<file path="config.mk">
export PLATFORM = sky130hd
export DESIGN_NAME = bringup_scheduler
export DESIGN_NICKNAME = d
export VERILOG_FILES = /design/src/rtl/bringup_scheduler.sv
export SDC_FILE = /design/constraint.sdc
export NUM_CORES = 1
export LEC_CHECK = 0
export CORE_AREA = 2 2 97 99
export CTS_CLUSTER_DIAMETER = 80
export DETAILED_ROUTE_END_ITERATION = 8
export DIE_AREA = 0 0 99 101
export PLACE_DENSITY_LB_ADDON = 0.05
export SLEW_MARGIN = 20
export SYNTH_ARGS = -nofsm -noshare
export SYNTH_HDL_FRONTEND = slang
export SYNTH_SLANG_ARGS = --single-unit
</file>
<file path="constraint.sdc">
create_clock -name clock -period 2.7 [get_ports clock]
set_clock_uncertainty 0.15 [all_clocks]
set_input_delay 0.54 -clock clock [delete_from_list [all_inputs] [get_ports clock]]
set_output_delay 0.54 -clock clock [all_outputs]
set_load 0.02 [all_outputs]
</file>
<file path="src/rtl/bringup_scheduler.sv">
// bringup_scheduler
// Walks a host-supplied pin mask and drives one pin at a time with a square
// wave. Each visit lasts a fixed number of periods and is followed by an
// all-low quiet gap, so a probe can identify each pin by the time at which it
// moves. A looping command repeats the mask until stop is raised.

module bringup_scheduler #(
    parameter int NUM_PINS         = 16,
    parameter int CLOCKS_PER_CYCLE = 120,
    parameter int CYCLES_PER_PIN   = 8,
    parameter int GAP_CLOCKS       = 60,
    localparam int IDX_W           = (NUM_PINS > 1) ? $clog2(NUM_PINS) : 1
) (
    input  logic                clock,
    input  logic                reset,
    input  logic                cmd_valid,
    output logic                cmd_ready,
    input  logic [NUM_PINS-1:0] cmd_mask,
    input  logic                cmd_loop,
    input  logic                stop,
    output logic [NUM_PINS-1:0] pins_o,
    output logic [IDX_W-1:0]    active_idx,
    output logic                active_valid,
    output logic                busy,
    output logic                done
);

    localparam int HALF   = CLOCKS_PER_CYCLE / 2;
    localparam int HALF_W = (HALF > 1) ? $clog2(HALF) : 1;
    localparam int TOG_W  = $clog2(2 * CYCLES_PER_PIN + 1);
    localparam int GAP_W  = (GAP_CLOCKS > 0) ? $clog2(GAP_CLOCKS + 1) : 1;

    // Reload values and terminal counts, sized to their counters. The gap
    // counter counts down from GAP_CLOCKS-1 so that exactly GAP_CLOCKS
    // cycles are spent in GAP.
    localparam logic [HALF_W-1:0] HALF_RELOAD = HALF_W'(HALF - 1);
    localparam logic [TOG_W-1:0]  TOG_LAST    = TOG_W'(2 * CYCLES_PER_PIN - 1);
    localparam logic [GAP_W-1:0]  GAP_RELOAD  =
        GAP_W'((GAP_CLOCKS > 0) ? (GAP_CLOCKS - 1) : 0);

    typedef enum logic [1:0] {
        IDLE  = 2'd0,
        DRIVE = 2'd1,
        GAP   = 2'd2
    } state_t;

    state_t state;
    state_t state_n;

    logic [NUM_PINS-1:0] mask_q;
    logic [NUM_PINS-1:0] mask_n;
    logic                loop_q;
    logic                loop_n;
    logic [NUM_PINS-1:0] pins_n;
    logic [IDX_W-1:0]    idx_n;
    logic                valid_n;
    logic                done_n;
    logic [HALF_W-1:0]   half_cnt;
    logic [HALF_W-1:0]   half_n;
    logic [TOG_W-1:0]    tog_cnt;
    logic [TOG_W-1:0]    tog_n;
    logic [GAP_W-1:0]    gap_cnt;
    logic [GAP_W-1:0]    gap_n;

    logic                cmd_low_found;
    logic [IDX_W-1:0]    cmd_low_idx;
    logic                low_found;
    logic [IDX_W-1:0]    low_idx;
    logic                above_found;
    logic [IDX_W-1:0]    above_idx;

    logic                enter_go;
    logic [IDX_W-1:0]    enter_idx;
    logic                do_select;

    assign busy      = (state != IDLE);
    assign cmd_ready = (state == IDLE) && !stop;

    // Priority scans: lowest set bit of the incoming command mask, lowest
    // set bit of the latched mask, and lowest latched bit above the pin
    // currently being visited. Scanning from the top down lets the lowest
    // match overwrite any higher one.
    always_comb begin
        cmd_low_found = 1'b0;
        cmd_low_idx   = '0;
        low_found     = 1'b0;
        low_idx       = '0;
        above_found   = 1'b0;
        above_idx     = '0;
        for (int i = NUM_PINS - 1; i >= 0; i--) begin
            if (cmd_mask[i]) begin
                cmd_low_found = 1'b1;
                cmd_low_idx   = IDX_W'(i);
            end
            if (mask_q[i]) begin
                low_found = 1'b1;
                low_idx   = IDX_W'(i);
            end
            if (mask_q[i] && (i > int'(active_idx))) begin
                above_found = 1'b1;
                above_idx   = IDX_W'(i);
            end
        end
    end

    // Next-state and next-output logic. Entering DRIVE and choosing the next
    // pin are shared by several paths, so they are raised as flags and
    // resolved after the state case. Stop is applied last so that it wins
    // over everything else in any busy state.
    always_comb begin
        state_n   = state;
        mask_n    = mask_q;
        loop_n    = loop_q;
        pins_n    = pins_o;
        idx_n     = active_idx;
        valid_n   = active_valid;
        done_n    = 1'b0;
        half_n    = half_cnt;
        tog_n     = tog_cnt;
        gap_n     = gap_cnt;
        enter_go  = 1'b0;
        enter_idx = '0;
        do_select = 1'b0;

        case (state)
            IDLE: begin
                if (cmd_valid && cmd_ready) begin
                    mask_n = cmd_mask;
                    loop_n = cmd_loop;
                    if (cmd_low_found) begin
                        enter_go  = 1'b1;
                        enter_idx = cmd_low_idx;
                    end else begin
                        done_n = 1'b1;
                    end
                end
            end

            DRIVE: begin
                if (half_cnt != '0) begin
                    half_n = half_cnt - 1'b1;
                end else if (tog_cnt == TOG_LAST) begin
                    pins_n = '0;
                    tog_n  = tog_cnt + 1'b1;
                    if (GAP_CLOCKS == 0) begin
                        do_select = 1'b1;
                    end else begin
                        state_n = GAP;
                        valid_n = 1'b0;
                        gap_n   = GAP_RELOAD;
                    end
                end else begin
                    pins_n[active_idx] = ~pins_o[active_idx];
                    half_n             = HALF_RELOAD;
                    tog_n              = tog_cnt + 1'b1;
                end
            end

            GAP: begin
                if (gap_cnt != '0) begin
                    gap_n = gap_cnt - 1'b1;
                end else begin
                    do_select = 1'b1;
                end
            end

            default: begin
                state_n = IDLE;
                pins_n  = '0;
                valid_n = 1'b0;
            end
        endcase

        if (do_select) begin
            if (above_found) begin
                enter_go  = 1'b1;
                enter_idx = above_idx;
            end else if (loop_q && low_found) begin
                enter_go  = 1'b1;
                enter_idx = low_idx;
            end else begin
                state_n = IDLE;
                pins_n  = '0;
                valid_n = 1'b0;
                done_n  = 1'b1;
            end
        end

        if (enter_go) begin
            state_n = DRIVE;
            pins_n  = '0;
            idx_n   = enter_idx;
            valid_n = 1'b1;
            half_n  = HALF_RELOAD;
            tog_n   = '0;
        end

        if ((state != IDLE) && stop) begin
            state_n = IDLE;
            pins_n  = '0;
            valid_n = 1'b0;
            done_n  = 1'b1;
        end
    end

    // State register plus registered outputs and counters; reset clears all.
    always_ff @(posedge clock) begin
        if (reset) begin
            state        <= IDLE;
            mask_q       <= '0;
            loop_q       <= 1'b0;
            pins_o       <= '0;
            active_idx   <= '0;
            active_valid <= 1'b0;
            done         <= 1'b0;
            half_cnt     <= '0;
            tog_cnt      <= '0;
            gap_cnt      <= '0;
        end else begin
            state        <= state_n;
            mask_q       <= mask_n;
            loop_q       <= loop_n;
            pins_o       <= pins_n;
            active_idx   <= idx_n;
            active_valid <= valid_n;
            done         <= done_n;
            half_cnt     <= half_n;
            tog_cnt      <= tog_n;
            gap_cnt      <= gap_n;
        end
    end

endmodule

</file>
# Yosys cells after proc, flatten, opt, wreduce, memory -nomap -nowiden
# Index checks and enable logic that the tools add are counted.
# classes
add_sub_neg	3
multipliers	0
div_mod_pow	0
order_cmp	17
n_eq_ne	8
n_shift	0
n_mux	148
n_bitwise	2
reduce_logical	36
# ops
operator	n
2-to-1 mux 4 bit	53
2-to-1 mux 16 bit	5
2-to-1 mux 1 bit	71
2-to-1 mux 6 bit	7
greater-than comparator 4 bit, first input constant	8
case mux 16 bit (2 select lines)	1
logical AND 1 bit	20
bitwise mux 16 bit	1
greater-than comparator 3 x 4 -> 1 bit, first input constant	4
case mux 6 bit (2 select lines)	1
nonzero test 6 bit	2
subtractor 6 x 1 -> 6 bit, second input constant	2
2-to-1 mux 2 bit	5
greater-than comparator 2 x 4 -> 1 bit, first input constant	2
inequality test 2 bit, second input constant	4
AND reduction 2 bit	4
nonzero test 2 bit	3
OR reduction 2 bit	3
adder 5 x 1 -> 5 bit, second input constant	1
== test 5 x 4 -> 1 bit, second input constant	1
less-than comparator 4 x 5 -> 1 bit, second input constant	1
binary-select mux 1 bit (select 4 bit)	1
demux 1 bit (select 4 bit)	1
greater-or-equal comparator 4 x 1 -> 1 bit, second input constant	1
other kinds (11)	12
# totals
ff_bits	58
latchBits	0
ramBits	0
romBits	0
in_bits	21
word_cells	226
mem_count	0

# Logic depth before layout (Yosys ltp)
# Gate-level depths: netlist of the first run.
# logic_depth
word_depth	24
ltp_mapped	10
mapped_depth_nobuf	9

# Least setup slack after synthesis of the first run
# No wires, ideal clock.
# synth_timing
kind	reg2reg
from	reg active_idx[1]
to	reg pins_o[12]
arrival_time_ps	2399
required_time_ps	2480
path_slack_ps	81
stages_incl_launch_ff	8
path_buffers	2
cell_sequence	dfxtp_1 -> clkbuf_1 -> buf_1 -> mux4_2 -> mux4_2 -> nor4_1 -> nand2_1 -> a21oi_1
# synth_between
elab_chain_cells	20
# synth_rtl
element	line	source
start, declared	22	output logic [IDX_W-1:0] active_idx,
start signal, assigned	224	active_idx <= idx_n;
greater-than comparator 4 bit	99	if (mask_q[i] && (i > int'(active_idx))) begin
logical AND 1 bit	99	
2-to-1 mux 1 bit (15 in a row)	99	
2-to-1 mux 1 bit	175	if (above_found) begin
2-to-1 mux 1 bit	174	if (do_select) begin
OR reduction 3 bit (no source line)	n/a	
end signal, assigned	223	pins_o <= pins_n;
end, declared	21	output logic [NUM_PINS-1:0] pins_o,
# Parallel ways exist; a longest one is shown, timed or not. The select of a mux whose other input is x is not followed.
# A chain may end at the register's enable or synchronous reset.

# Worst setup path in the final report of the first run
# layout_timing
from	reg mask_q[4]
to	reg tog_cnt[3]
# layout_between
elab_chain_cells	10
# layout_rtl
element	line	source
start, declared	50	logic [NUM_PINS-1:0] mask_q;
start signal, assigned	221	mask_q <= mask_n;
2-to-1 mux 1 bit (5 in a row)	95	if (mask_q[i]) begin
logical AND 1 bit	178	end else if (loop_q && low_found) begin
2-to-1 mux 1 bit	178	
2-to-1 mux 1 bit *	175	
2-to-1 mux 1 bit *	174	
OR reduction 2 bit (no source line) *	n/a	
end signal, assigned	228	tog_cnt <= tog_n;
end, declared	60	logic [TOG_W-1:0] tog_cnt;
# Mark *: on every way between the ends. The rest lies on a longest branch, timed or not.

==> results_dict.tcl, run 1 <==
set metrics [dict create \
    tightest_slew_ns 0.5334 \
    fin_crit_ns 2.614 \
    area_growth_pct 38.18 \
    grt_max_degree 37 \
    syn_area_per_cell_um2 7.518 \
    gr-total-overflow 0 \
    crit_type "reg -> reg" \
    synth_cell_types 61 \
    min_from "active_valid$_SDFF_PP0_" \
    n_fill_cell 909 \
    synth_enable_flop_cells 0 \
    crit_chain "or4_4 > o41ai_4 > nor3b_2 > a31oi_1 > or3_4 > buf_4 > nor2_1" \
    place_hpwl_um 7744 \
    cts_tree "built" \
    critPathLaunch "mask_q[4]$_SDFFE_PP0P_" \
    slowest_stage "or4_4" \
    yosys_warnings 0 \
    die_y_um 101 \
    met1Wirelength_um 4805 \
    reg2reg_slack_ns 0.09 \
    hp-class "reg -> reg" \
    n_antenna_cell 0 \
    met2_wirelength_um 4928 \
    dr.max_layer_used "met4" \
    synthArstFlopShare 0 \
    synth_cells 462 \
    reg2reg_from "mask_q[4]$_SDFFE_PP0P_" \
    p_leak_nw 1.772 \
    wl_per_cell_um 15.12 \
    reg2regPathDepth 7 \
    timing.fmax_mhz 382.6 \
    initial_utilization 0.3869 \
    core_um2 8977 \
    io_buffers 44 \
    final_cell_count_no_fill 679 \
    cts_root_buf "clkbuf_8" \
    grt_pass1_wl_um 17030 \
    clkTransAtPathRegs_ns 0.08 \
    htree_num_levels 3 \
    insertion_delay_ns 0.35 \
    grt_util_all_layers 0.2121 \
    status "finished clean" \
    drive_above_1_share 0.1919 \
    first_pass_iters 4 \
    cts_sinks 58 \
    ir_drop_mv 0.2183 \
    drtIter0Drc 218 \
    ant_nets 0 \
    dr_wl_met3_um 438 \
    ys_ff_latch 58 \
    hold_violations 0 \
    grt_pass1_vias 3622 \
    syn_area_um2 3473 \
    rsz0062_at_grt "false" \
    avgViaCountPerCell 5.482 \
    worst_slack_ns 0.08603 \
    synth-seq-area-share 0.3343 \
    pre_cts_ws_ns -0.1816 \
    dp.cells 662 \
    cap_violations 0 \
    critical_path_arrival_ns 2.74 \
    setup_viol 0 \
    wl_um 10270 \
    maxSlewViolCount 0 \
    crit_path_max_fanout 4 \
    die_area_um2 9999 \
    fin_nets 588 \
    antenna_found_initial 0 \
    ios 45 \
    drcViolationCount 0 \
    max_stage_delay_ns 0.56 \
    synth_fp_nets 487 \
    powerDensity_nw_per_um2 500.1 \
    cp-start-kind "register" \
    cts_buffers 9 \
    row_count 35 \
    required_ns 2.82 \
    place.gp.congestion 0.8519 \
    dr_total_vias 3722 \
    die_w_um 99 \
    synth_ff_type "dfxtp_1" \
    fin_crit_sh 0.9681 \
    cts_max_path_buffers 2 \
    holdPathStages 2 \
    timing.slew.headroom 0.6439 \
    cp-end-kind "register" \
]
## through the flow
step / util / area (um^2) / setup TNS (ns) / hold WS (ns) / total power [W]
detailed placement: 0.5016 / 4503 / -3.107 / 0.3244 / 0.001381
global route: 0.5346 / 4800 / 0 / 0.3704 / 0.002506
finish: 0.5346 / 4800 / 0 / 0.3344 / 0.002400
CTS: 0.5310 / 4767 / 0 / 0.3360 / 0.002407
floorplan: - / 3473 / 0 / 0.2936 / 0.001178
global placement: 0.5016 / 4503 / -2.126 / 0.3140 / 0.001378
## critical path: cells and delay by family (launching register included)
| family | cells | cell delay, ns |
|---|---|---|
| buf+inv | 1 | 0.16 |
| simple gates | 4 | 1.36 |
| flops | 1 | 0.31 |
| compound gates | 2 | 0.56 |
## what timing repair did
action | CTS | global route
pin swaps | 1 | 0
hold buffers | 0 | 0
buffers inserted | 1 | 0
endpoints found under the setup margin | 6 | 17
gates resized for setup | 1 | 5
## worst paths after layout
path / end
worst min-delay path: active_valid$_SDFF_PP0_
worst max register to register: tog_cnt[3]$_SDFFE_PP0P_
worst min register to register: active_valid$_SDFF_PP0_
worst max-delay path: tog_cnt[3]$_SDFFE_PP0P_
## cells in the final DEF, fill, tap and decap left out, types with 3 or more instances in the layout
master / Yosys / routed
a31oi_1: 9 / 9
clkbuf_8: 0 / 11
dfxtp_1: 58 / 58
xor2_1: 6 / 6
nor2b_1: 11 / 11
nor3_1: 8 / 6
o21a_1: 3 / 3
a211oi_1: 4 / 4
nand3_1: 6 / 6
nand4b_1: 3 / 3
clkdlybuf4s50_1: 0 / 44
nor4_1: 6 / 6
ha_1: 4 / 4
o31ai_1: 5 / 5
inv_1: 17 / 17
and3_1: 3 / 3
mux4_2: 5 / 5
o22ai_1: 3 / 3
o21bai_1: 3 / 3
nand2b_1: 12 / 12
nand2_1: 66 / 66
or3_1: 6 / 5
a2bb2oi_1: 6 / 6
a21oi_1: 74 / 74
or4_1: 5 / 4
bufinv_16: 0 / 3
o21ai_0: 28 / 28
nor2_1: 38 / 38
buf_4: 0 / 71
a22oi_1: 3 / 3
and2_1: 4 / 4
## cell usage after synthesis (2+ instances only)
| cell type | instances | share of area |
|---|---|---|
| ha_1 | 4 | 0.014 |
| o211ai_1 | 2 | 0.0043 |
| dfxtp_1 | 58 | 0.33 |
| a22oi_1 | 3 | 0.0065 |
| nor2_1 | 38 | 0.041 |
| xor2_1 | 6 | 0.015 |
| nor4b_1 | 2 | 0.0050 |
| o2bb2ai_1 | 2 | 0.0050 |
| nand2_1 | 66 | 0.071 |
| or3_1 | 6 | 0.011 |
| nand2b_1 | 12 | 0.022 |
| buf_2 | 5 | 0.0072 |
| o22ai_1 | 3 | 0.0054 |
| a221oi_1 | 2 | 0.0050 |
| nor4_1 | 6 | 0.011 |
| xnor2_1 | 2 | 0.0050 |
| nand3_1 | 6 | 0.0086 |
| a31oi_1 | 9 | 0.016 |
| nor3_1 | 8 | 0.012 |
| o21a_1 | 3 | 0.0065 |
| a211oi_1 | 4 | 0.0086 |
| o31ai_1 | 5 | 0.011 |
| inv_1 | 17 | 0.018 |
| o221ai_1 | 2 | 0.0050 |
| and2_1 | 4 | 0.0072 |
| o21ai_1 | 2 | 0.0029 |
| nand4_1 | 2 | 0.0036 |
| o21ai_0 | 28 | 0.040 |
| clkbuf_1 | 20 | 0.022 |
| o21bai_1 | 3 | 0.0065 |
| mux2i_1 | 2 | 0.0058 |
| a2bb2oi_1 | 6 | 0.015 |
| a21oi_1 | 74 | 0.11 |
| nand4b_1 | 3 | 0.0076 |
| or4_1 | 5 | 0.011 |
| nor2b_1 | 11 | 0.020 |
| mux4_2 | 5 | 0.032 |
| and3_1 | 3 | 0.0054 |
## per-layer routing
metal | GRT usage | vias to the layer above
met5 | 0 | -
met4 | 0.07165 | 0
met3 | 0.03745 | 10
met2 | 0.3649 | 87
met1 | 0.2687 | 1745
li1 | - | 1880
## area by class of cell
class | instances | area (um^2) | area share
multi-input cells | 360 | 2171 | 0.4523
inverters | 17 | 63.81 | 0.01330
well taps | 111 | 138.9 | 0.02894
flip-flops and latches | 58 | 1161 | 0.2419
repair buffers | 117 | 1013 | 0.2112
clock buffers | 11 | 151.4 | 0.03154
clock inverters | 5 | 100.1 | 0.02086
## sequential cells by signal, summed over array words and instances, names as in the netlist
register,flops
pins_o,16
mask_q,16
done,1
active_valid,1
loop_q,1
half_cnt,6
state,2
tog_cnt,5
active_idx,4
gap_cnt,6
## cell families (layout without fill, tap and decap cells)
kind of cell               after synthesis  count (layout)  synth area share
adders and majority gates                4               4           0.01441
DFF                                     58              58            0.3343
and+or+nand+nor                        183             183            0.2655
buffers and inverters                   44             150           0.05151
muxes                                    7               7           0.03819
xor gates and xnor gates                 8               8           0.02017
AOI/OAI and AO/OA                      158             158            0.2759
## where the power goes
part | internal [W] | leakage, nW | switching [W]
Sequential | 0.000883 | 0.471 | 0.0000206
Combinational | 0.000225 | 1.17 | 0.000245
Clock | 0.000660 | 0.129 | 0.000366
Power figures use the tool's default switching activity.
==> run 2: changes to the inputs <==
- clock period: 2.7 -> 2.55 ns (I/O delays scaled with it)
==> results_dict.tcl, run 2 (synthesis gave the netlist of run 1 again) <==
set metrics [dict create \
    timing.fmax_mhz 381.5 \
    die_area_um2 9999 \
    ir_drop_mv 0.2568 \
    p_total_w 0.002541 \
    ant_nets 0 \
    worstSetupEndpoint "active_idx[3]$_SDFFE_PP0P_" \
    violations "setup timing" \
    crit_type "reg -> reg" \
    insertion_delay_ns 0.36 \
    final_common_cell "buf_4" \
    reg2regPathDepth 8 \
    die_w_um 99 \
    clkTransAtPathRegs_ns 0.08 \
    grt_util_all_layers 0.2200 \
    crit_path_max_fanout 2 \
    maxSlewViolCount 0 \
    reg2reg_from "mask_q[3]$_SDFFE_PP0P_" \
    tightest_slew_ns 0.5002 \
    fin_util 0.5597 \
    final-seq-area_um2 1164 \
    fin_crit_sh 1.028 \
    cts_max_path_buffers 2 \
    fin_nets 600 \
    largestRegisters "mask_q x16, pins_o x16" \
    multiInputGateArea_um2 2307 \
    row_count 35 \
    drive_above_1_share 0.2552 \
    slowest_stage "or4_4" \
    hp-class "reg -> reg" \
    n_fill_cell 876 \
    setup_viol 11 \
    rsz0062_at_grt "true" \
    worst_r2r_endpoint "active_idx[3]$_SDFFE_PP0P_" \
    p_leak_nw 1.853 \
    grt_max_degree 25 \
    wl_um 10730 \
    htree_num_levels 3 \
    antenna_found_initial 0 \
    timing.slew.headroom 0.6635 \
    grt_pass1_vias 3729 \
    cts_buffers 9 \
    gr-total-overflow 0 \
    grt_pass1_wl_um 17680 \
    drcViolationCount 0 \
    worst_slack_ns -0.07149 \
    initial_utilization 0.3869 \
    io_buffers 44 \
    cap_violations 0 \
    hold_violations 0 \
    required_ns 2.63 \
    cts_sinks 58 \
    cts_root_buf "clkbuf_8" \
    critPathLaunch "mask_q[3]$_SDFFE_PP0P_" \
    cts_hold_buf 0 \
    final_cell_mix "buf_4, a21oi_1, nand2_1" \
    dr_total_vias 3865 \
    wl_per_cell_um 15.52 \
    cts_tree "built" \
    fin_crit_ns 2.621 \
    status "finished, violations left" \
    cp-start-kind "register" \
    place_hpwl_um 7883 \
    avgViaCountPerCell 5.593 \
    core_um2 8977 \
    cp-end-kind "register" \
    ios 45 \
    crit_chain "or4_4 > o41ai_4 > nor3b_4 > a31oi_2 > buf_4 > a41oi_2 > a2bb2oi_2 > nor2_2" \
    die_y_um 101 \
    reg2reg_slack_ns -0.07 \
    drtIter0Drc 203 \
    powerDensity_nw_per_um2 505.7 \
    n_antenna_cell 0 \
    area_growth_pct 44.67 \
    first_pass_iters 4 \
    place.gp.congestion 0.9612 \
    critical_path_arrival_ns 2.70 \
    max_stage_delay_ns 0.57 \
]
==> run 2: what timing repair did <==
item                                   4_1_cts  5_1_grt
gates resized for setup                      4       35
cloned                                       0        0
pin swaps                                    3       15
setup endpoints to repair                   17       35
buffers inserted                             1        3
endpoints found under the hold margin        0        0
==> run 2: area by class of cell <==
class,instances,share of cell area
inverters,17,0.01270
repair buffers,129,0.2216
clock buffers,12,0.03287
multi-input cells,360,0.4592
well taps,111,0.02764
clock inverters,4,0.01444
flip-flops and latches,58,0.2316
==> run 2: worst max-delay path, delay by kind of cell (launching register included) <==
kind                   cells  cell delay, ns
AOI/OAI and AO/OA          4            0.92
and+or+nand+nor            3            0.92
buffers and inverters      1            0.18
DFF                        1            0.33
==> run 2: report_power, final <==
part / leakage [nW] / internal [W] / switching (W)
Sequential: 0.472 / 0.000935 / 0.0000230
Combinational: 1.26 / 0.000267 / 0.000281
Clock: 0.119 / 0.000629 / 0.000405
==> run 2: metrics by stage <==
step	TNS, ns	instance area, um^2	hold WS, ns	std cells	worst slack (ns)
finish	-0.4291	5025	0.3413	691	-0.07149
floorplan	-0.009755	3483	0.2988	462	-0.005057
detailed placement	-7.511	4581	0.3179	671	-0.2973
global placement	-6.400	4581	0.3159	671	-0.2579
global route	-1.206	5025	0.3642	691	-0.1123
CTS	-0.09112	4853	0.3306	688	-0.03092
==> run 2: layer usage <==
layer,part of all wire,wire length [um],global-route usage
met2,0.49,5235,0.3721
met4,0.020,214,0.09168
met3,0.046,492,0.04022
met5,0,0,0
met1,0.45,4784,0.2760
==> run 2: how the worst min path moves through the flow <==
stage / from / to / slack (ns) / depth (start not counted)
6_report: pins_o[8]$_SDFF_PP0_ / pins_o[8]$_SDFF_PP0_ / 0.34 / 2
5_1_grt: pins_o[8]$_SDFF_PP0_ / pins_o[8]$_SDFF_PP0_ / 0.36 / 2
4_1_cts: active_valid$_SDFF_PP0_ / active_valid$_SDFF_PP0_ / 0.33 / 2
3_5_place_dp: active_valid$_SDFF_PP0_ / active_valid$_SDFF_PP0_ / 0.32 / 2
3_3_place_gp: active_valid$_SDFF_PP0_ / active_valid$_SDFF_PP0_ / 0.32 / 2
2_1_floorplan: mask_q[0]$_SDFFE_PP0P_ / mask_q[0]$_SDFFE_PP0P_ / 0.30 / 2
